==> src/rtl/ltc_pkg.sv <==
// rtl/ltc_pkg.sv - shared LTC constants: sync word, field positions, frame length, 10 MHz timing
package ltc_pkg;

  localparam int          FRAME_LEN   = 80;
  localparam logic [15:0] SYNC_WORD   = 16'hBFFC;

  localparam int DEF_MIN_INT = 1000;
  localparam int DEF_THRESH  = 3385;
  localparam int DEF_MAX_INT = 6500;

  localparam int POS_FRM_U  = 0;
  localparam int POS_FRM_T  = 8;
  localparam int POS_DROP   = 10;
  localparam int POS_SEC_U  = 16;
  localparam int POS_SEC_T  = 24;
  localparam int POS_MIN_U  = 32;
  localparam int POS_MIN_T  = 40;
  localparam int POS_HR_U   = 48;
  localparam int POS_HR_T   = 56;
  localparam int USER_BASE   = 4;
  localparam int USER_STRIDE = 8;

  // User group g (0-based) sits in the upper nibble of each 8-bit LTC slot.
  function automatic logic [31:0] user_groups(input logic [FRAME_LEN-1:0] w);
    logic [31:0] u;
    u = '0;
    for (int g = 0; g < 8; g++) u[4*g +: 4] = w[USER_BASE + USER_STRIDE*g +: 4];
    return u;
  endfunction

endpackage

==> src/rtl/ltc_bmc_decoder.sv <==
// rtl/ltc_bmc_decoder.sv - biphase-mark line decoder: sync, edge timing, half/full-bit classification
module ltc_bmc_decoder
  import ltc_pkg::*;
#(
  parameter int CNT_W   = 16,
  parameter int MIN_INT = DEF_MIN_INT,
  parameter int THRESH  = DEF_THRESH,
  parameter int MAX_INT = DEF_MAX_INT
) (
  input  logic clk,
  input  logic reset,
  input  logic ltc_line,
  output logic bit_strobe,
  output logic bit_val,
  output logic bmc_error
);

  localparam logic [CNT_W:0]   MIN_L    = (CNT_W+1)'(MIN_INT);
  localparam logic [CNT_W:0]   THR_L    = (CNT_W+1)'(THRESH);
  localparam logic [CNT_W:0]   MAX_L    = (CNT_W+1)'(MAX_INT);
  localparam logic [CNT_W:0]   INT_ONE  = (CNT_W+1)'(1);
  localparam logic [CNT_W-1:0] CNT_ONE  = CNT_W'(1);
  localparam logic [CNT_W-1:0] CNT_LAST = CNT_W'(MAX_INT);
  localparam logic [CNT_W-1:0] CNT_SAT  = CNT_W'(MAX_INT + 1);

  logic             sync1, sync2, sync3;
  logic [CNT_W-1:0] cnt;
  logic             have_ref, half_pending;
  logic             edge_det;
  logic [CNT_W:0]   interval;

  assign edge_det = sync2 ^ sync3;
  assign interval = {1'b0, cnt} + INT_ONE;

  always_ff @(posedge clk) begin
    if (reset) begin
      sync1        <= 1'b0;
      sync2        <= 1'b0;
      sync3        <= 1'b0;
      cnt          <= '0;
      have_ref     <= 1'b0;
      half_pending <= 1'b0;
      bit_strobe   <= 1'b0;
      bit_val      <= 1'b0;
      bmc_error    <= 1'b0;
    end else begin
      sync1      <= ltc_line;
      sync2      <= sync1;
      sync3      <= sync2;
      bit_strobe <= 1'b0;
      bmc_error  <= 1'b0;
      if (edge_det) begin
        cnt <= '0;
        if (!have_ref) begin
          have_ref     <= 1'b1;
          half_pending <= 1'b0;
        end else if (interval < MIN_L || interval > MAX_L) begin
          bmc_error    <= 1'b1;
          have_ref     <= 1'b0;
          half_pending <= 1'b0;
        end else if (interval <= THR_L) begin
          if (half_pending) begin
            bit_strobe   <= 1'b1;
            bit_val      <= 1'b1;
            half_pending <= 1'b0;
          end else begin
            half_pending <= 1'b1;
          end
        end else if (half_pending) begin
          // A full-bit interval in the middle of a "1" cell is a biphase violation.
          bmc_error    <= 1'b1;
          have_ref     <= 1'b0;
          half_pending <= 1'b0;
        end else begin
          bit_strobe <= 1'b1;
          bit_val    <= 1'b0;
        end
      end else if (cnt != CNT_SAT) begin
        cnt <= cnt + CNT_ONE;
        if (cnt == CNT_LAST && have_ref) begin
          bmc_error    <= 1'b1;
          have_ref     <= 1'b0;
          half_pending <= 1'b0;
        end
      end
    end
  end

endmodule

==> src/rtl/ltc_reader.sv <==
// rtl/ltc_reader.sv - SMPTE LTC reader: frames the 80-bit word on sync and presents BCD time fields
module ltc_reader
  import ltc_pkg::*;
#(
  parameter int CNT_W   = 16,
  parameter int MIN_INT = DEF_MIN_INT,
  parameter int THRESH  = DEF_THRESH,
  parameter int MAX_INT = DEF_MAX_INT
) (
  input  logic        clk,
  input  logic        reset,
  input  logic        timecode_in,
  output logic        frame_valid,
  output logic        locked,
  output logic        error,
  output logic [5:0]  hours_bcd,
  output logic [6:0]  minutes_bcd,
  output logic [6:0]  seconds_bcd,
  output logic [5:0]  frames_bcd,
  output logic        drop_frame,
  output logic [31:0] user_bits
);

  localparam logic [6:0] LEN     = 7'(FRAME_LEN);
  localparam logic [6:0] CNT_SAT = 7'd127;

  logic                 bit_strobe, bit_val, bmc_error;
  // The oldest word bit is only needed combinationally, so it is never stored.
  logic [FRAME_LEN-1:1] sr;
  logic [FRAME_LEN-1:0] sr_next;
  logic [6:0]           bit_cnt, cnt_next;
  logic                 sync_seen, accept, overrun;

  ltc_bmc_decoder #(
    .CNT_W  (CNT_W),
    .MIN_INT(MIN_INT),
    .THRESH (THRESH),
    .MAX_INT(MAX_INT)
  ) u_bmc (
    .clk       (clk),
    .reset     (reset),
    .ltc_line  (timecode_in),
    .bit_strobe(bit_strobe),
    .bit_val   (bit_val),
    .bmc_error (bmc_error)
  );

  assign sr_next  = {bit_val, sr};
  assign cnt_next = (bit_cnt == CNT_SAT) ? bit_cnt : bit_cnt + 7'd1;
  assign accept   = bit_strobe && (sr_next[FRAME_LEN-1 -: 16] == SYNC_WORD) && (cnt_next >= LEN);
  assign overrun  = bit_strobe && !accept && locked && (cnt_next > LEN);

  always_ff @(posedge clk) begin
    if (reset) begin
      sr          <= '0;
      bit_cnt     <= '0;
      sync_seen   <= 1'b0;
      frame_valid <= 1'b0;
      locked      <= 1'b0;
      error       <= 1'b0;
      hours_bcd   <= '0;
      minutes_bcd <= '0;
      seconds_bcd <= '0;
      frames_bcd  <= '0;
      drop_frame  <= 1'b0;
      user_bits   <= '0;
    end else begin
      frame_valid <= 1'b0;
      error       <= bmc_error | overrun;
      if (bmc_error) begin
        sync_seen <= 1'b0;
        locked    <= 1'b0;
      end else if (bit_strobe) begin
        sr <= sr_next[FRAME_LEN-1:1];
        if (accept) begin
          frame_valid <= 1'b1;
          bit_cnt     <= '0;
          sync_seen   <= 1'b1;
          locked      <= sync_seen && (cnt_next == LEN);
          hours_bcd   <= {sr_next[POS_HR_T +: 2], sr_next[POS_HR_U +: 4]};
          minutes_bcd <= {sr_next[POS_MIN_T +: 3], sr_next[POS_MIN_U +: 4]};
          seconds_bcd <= {sr_next[POS_SEC_T +: 3], sr_next[POS_SEC_U +: 4]};
          frames_bcd  <= {sr_next[POS_FRM_T +: 2], sr_next[POS_FRM_U +: 4]};
          drop_frame  <= sr_next[POS_DROP];
          user_bits   <= user_groups(sr_next);
        end else begin
          bit_cnt <= cnt_next;
          if (overrun) begin
            locked    <= 1'b0;
            sync_seen <= 1'b0;
          end
        end
      end
    end
  end

endmodule

==> config.mk <==
export PLATFORM = sky130hd
export DESIGN_NAME = ltc_reader
export DESIGN_NICKNAME = d
export VERILOG_FILES = /design/src/rtl/ltc_pkg.sv /design/src/rtl/ltc_bmc_decoder.sv /design/src/rtl/ltc_reader.sv
export SDC_FILE = /design/constraint.sdc
export NUM_CORES = 1
export LEC_CHECK = 0
export ABC_AREA = 1
export CORE_MARGIN = 2
export CORE_UTILIZATION = 51
export CTS_CLUSTER_DIAMETER = 200
export DETAILED_ROUTE_END_ITERATION = 10
export GPL_ROUTABILITY_DRIVEN = 0
export PLACE_DENSITY_LB_ADDON = 0.2
export SLEW_MARGIN = 0
export SYNTH_ARGS = -nofsm -noshare
export SYNTH_HDL_FRONTEND = slang
export SYNTH_SLANG_ARGS = --single-unit
==> constraint.sdc <==
create_clock -name clk -period 2.05 [get_ports clk]
set_input_delay 0.41 -clock clk [delete_from_list [all_inputs] [get_ports clk]]
set_output_delay 0.41 -clock clk [all_outputs]
set_load 0.02 [all_outputs]
==> results.py <==
metrics = {
    "hold_path": {
        "whs_path_depth": 2,
        "hold_end": "u_bmc.sync2",
        "hp-class": "reg -> reg",
        "hp-start": "u_bmc.sync1",
    },
    "drt": {
        "post_drt_via_cell_ratio": 5.103,
        "dr.pass1.iters": 5,
        "vias": 5858,
        "wirelength_mm": 14.84,
        "drc": 0,
        "ant_nets": 0,
        "drt_iter0_drc": 475,
        "routedWlPerCell_um": 12.92,
    },
    "timing": {
        "slew_viol_final": 0,
        "period_needed_ns": 2.030,
        "setup_viol": 0,
        "rsz0062_at_grt": "yes",
        "skew_ns": 0.02052,
        "worst_pin_slew_ns": 0.5385,
        "maxSlewHeadroom_pct": 64.05,
        "fin_crit_sh_pct": 99.02,
        "max_freq_mhz": 492.6,
        "hold_viol_final": 0,
    },
    "worst_setup_path": {
        "path_common_cell": "nand2_1",
        "critical_path_class": "reg -> reg",
        "path_max_fanout": 4,
        "r2r-end": "u_bmc.bit_val",
        "crit_path_end_kind": "flop",
        "worstPathArrival_ns": 2.35,
        "start_kind": "flop",
        "cp_slowest_cell": "dfxtp_4",
        "r2r_cells": 20,
        "r2r_start": "u_bmc.cnt[0]",
        "cp_cell_sequence": "inv_4, ha_4, inv_2, nand2_1, nand2_1, nand2_1, inv_1, nor2_1, nand3_1, nand2_1, nand2_1, nand2_1, nand2_1, nand3_2, inv_2, ha_4, nor2_4, nand4_1, nand2_1, a21oi_2",
        "reg2reg_slack_ns": 0.02,
        "worstPathRequired_ns": 2.37,
        "slowest_delay_ns": 0.38,
    },
    "die": {
        "coreArea_um2": 12720,
        "dieArea_um2": 14050,
        "start_util_pct": 52.59,
        "rows": 41,
        "ios": 65,
        "die_h_um": 118.5,
        "die_x_um": 118.5,
    },
    "synthesis": {
        "synth_seq_cells": 173,
        "synth_edf_count": 0,
        "synth_fp_nets": 892,
        "ys_warn_count": 0,
        "yosys_most_used_dff": "dfxtp_1",
        "syn_area_um2": 6690,
        "syn_area_per_cell_um2": 7.577,
        "syn_inst": 883,
        "ys_async_sr_fraction_pct": 0,
        "synthDistinctLibCells": 32,
        "ys_seq_area_share_pct": 51.77,
    },
    "clocking": {
        "cts_htree_levels": 4,
        "cts_tree": "done",
        "cts_root_buffer": "clkbuf_16",
        "clockBufferDepth": 2,
        "cts_buffers": 17,
        "path_clk_slew_ns": 0.06,
        "cts_num_sinks": 173,
        "clk_latency_ns": 0.43,
    },
    "layout": {
        "n_antenna_cell": 0,
        "finalNonFillerCells": 1148,
        "areaGrowthSynthToFinish_pct": 28.89,
        "post-route-util_pct": 67.78,
        "fillers": 1096,
        "nets": 972,
        "drive_gt1_share_pct": 13.93,
        "final_cell_mix": "dfxtp_1, nand2_1, nor2_1",
        "final_common_cell": "dfxtp_1",
        "final_cell_area_um2": 8623,
    },
    "power": {
        "p_leak_nw": 3.676,
        "pwr-share-seq_pct": 48.5,
        "clkPwrFrac_pct": 49.0,
        "p_sw_mw": 1.472,
        "switching_share_pct": 21.13,
        "p_int_mw": 5.498,
        "irDropWorstVdd_uv": 481.9,
        "powerDensity_nw_per_um2": 808.3,
        "power.share.combinational_pct": 2.5,
    },
    "run_status": {
        "status": "completed",
    },
    "global_route": {
        "globalRouteOverflowTotal": 0,
        "antenna_found_initial": 0,
        "grt_pass1_vias": 5152,
        "grt_max_degree": 57,
        "grt_pass1_wl_mm": 24.03,
        "track_usage_pct": 20.56,
    },
    "flow_run": {
        "drv_cap": 0,
    },
    "placement": {
        "place_area_um2": 7680,
        "post-place-cells": 1109,
        "io_buffers": 64,
        "hpwlAfterDp_mm": 9.315,
    },
}
-- layout make-up --
cell class | instances | area, um^2 | share of cell area [%]
clock buffers | 17 | 425.4 | 4.933
inverters | 75 | 287.8 | 3.337
well taps | 172 | 215.2 | 2.496
flip-flops and latches | 173 | 3478 | 40.34
repair buffers | 108 | 1085 | 12.58
clock inverters | 15 | 203.9 | 2.365
multi-input cells | 588 | 2928 | 33.95
-- sequential cells by signal, summed over array words and instances (netlist names), 6 cells and up --
name / count
hours_bcd: 6
minutes_bcd: 7
frames_bcd: 6
seconds_bcd: 7
sr: 79
user_bits: 32
u_bmc.cnt: 16
bit_cnt: 7
-- layer usage --
layer	global-route usage (%)	vias to the layer above	wire, um
li1	-	3034	-
met1	28.25	2692	7219
met2	31.93	118	6821
met3	4.344	14	597
met4	7.366	0	197
met5	0	-	0
-- worst max path at each step --
| stage | from | to | slack, ns | cells after the start |
|---|---|---|---|---|
| after floorplan | u_bmc.cnt[0] | u_bmc.bit_strobe | 0.04 | 18 |
| after global placement | u_bmc.cnt[0] | u_bmc.bit_strobe | -0.02 | 15 |
| after detailed placement | u_bmc.cnt[0] | u_bmc.bit_strobe | -0.08 | 15 |
| after CTS | u_bmc.cnt[0] | u_bmc.bit_val | 0.002 | 20 |
| after global routing | u_bmc.cnt[7] | u_bmc.bmc_error | -0.20 | 14 |
| final | u_bmc.cnt[0] | u_bmc.bit_val | 0.02 | 20 |
-- worst max-delay path: cells and delay by family, from the launching register on --
family | cells | cell delay [ns]
AOI/OAI and AO/OA | 1 | 0.03
adders and majority gates | 2 | 0.42
buffers and inverters | 4 | 0.17
DFF | 1 | 0.38
and+or+nand+nor | 13 | 0.91
-- cell usage after synthesis, drive strengths merged (3+ instances only) --
library cell	n	area (um^2)
a21oi	50	250.2
buf	16	98.85
clkbuf	31	116.4
dfxtp	173	3463
ha	6	75.07
inv	75	281.5
nand2	158	595.6
nand3	84	437.9
nand4	14	93.84
nor2	142	545.5
nor3	9	56.31
nor4	3	18.77
o21ai	109	545.5
xnor2	5	43.79
xor2	3	26.28
-- power by group through the flow --
stage                     Clock [mW]  Combinational (mW)  Sequential (mW)
after CTS                       3.47               0.162             3.38
after detailed placement           0               0.156             3.46
final                           3.41               0.175             3.38
after global routing            3.62               0.193             3.38
after global placement             0               0.155             3.45
after floorplan                    0              0.0926             3.45
-- cell families (layout without fill, tap and decap cells) --
kind of cell | after synthesis | count (layout) | share of synthesized area, %
buffers and inverters | 122 | 215 | 7.425
and+or+nand+nor | 411 | 411 | 26.24
xor gates and xnor gates | 8 | 8 | 1.047
DFF | 173 | 173 | 51.77
adders and majority gates | 6 | 6 | 1.122
AOI/OAI and AO/OA | 163 | 163 | 12.40
-- metrics by stage --
step	setup slack (ns)	power (mW)	hold WS [ns]	setup TNS, ns
6_report	0.01999	6.970	0.4052	0
5_1_grt	-0.1951	7.199	0.4419	-0.7558
4_1_cts	0.002052	7.009	0.4070	0
3_5_place_dp	-0.08153	3.611	0.3955	-0.2616
3_3_place_gp	-0.02156	3.610	0.3957	-0.03440
2_1_floorplan	0.03683	3.547	0.3883	0
-- repair_timing --
item,4_1_cts,5_1_grt
resized for setup,13,54
setup buffers,0,5
gates cloned,0,2
endpoints found under the setup margin,5,63
hold buffers,0,0
endpoints found under the hold margin,0,0
pin swaps,3,13
Power figures use the tool's default switching activity.
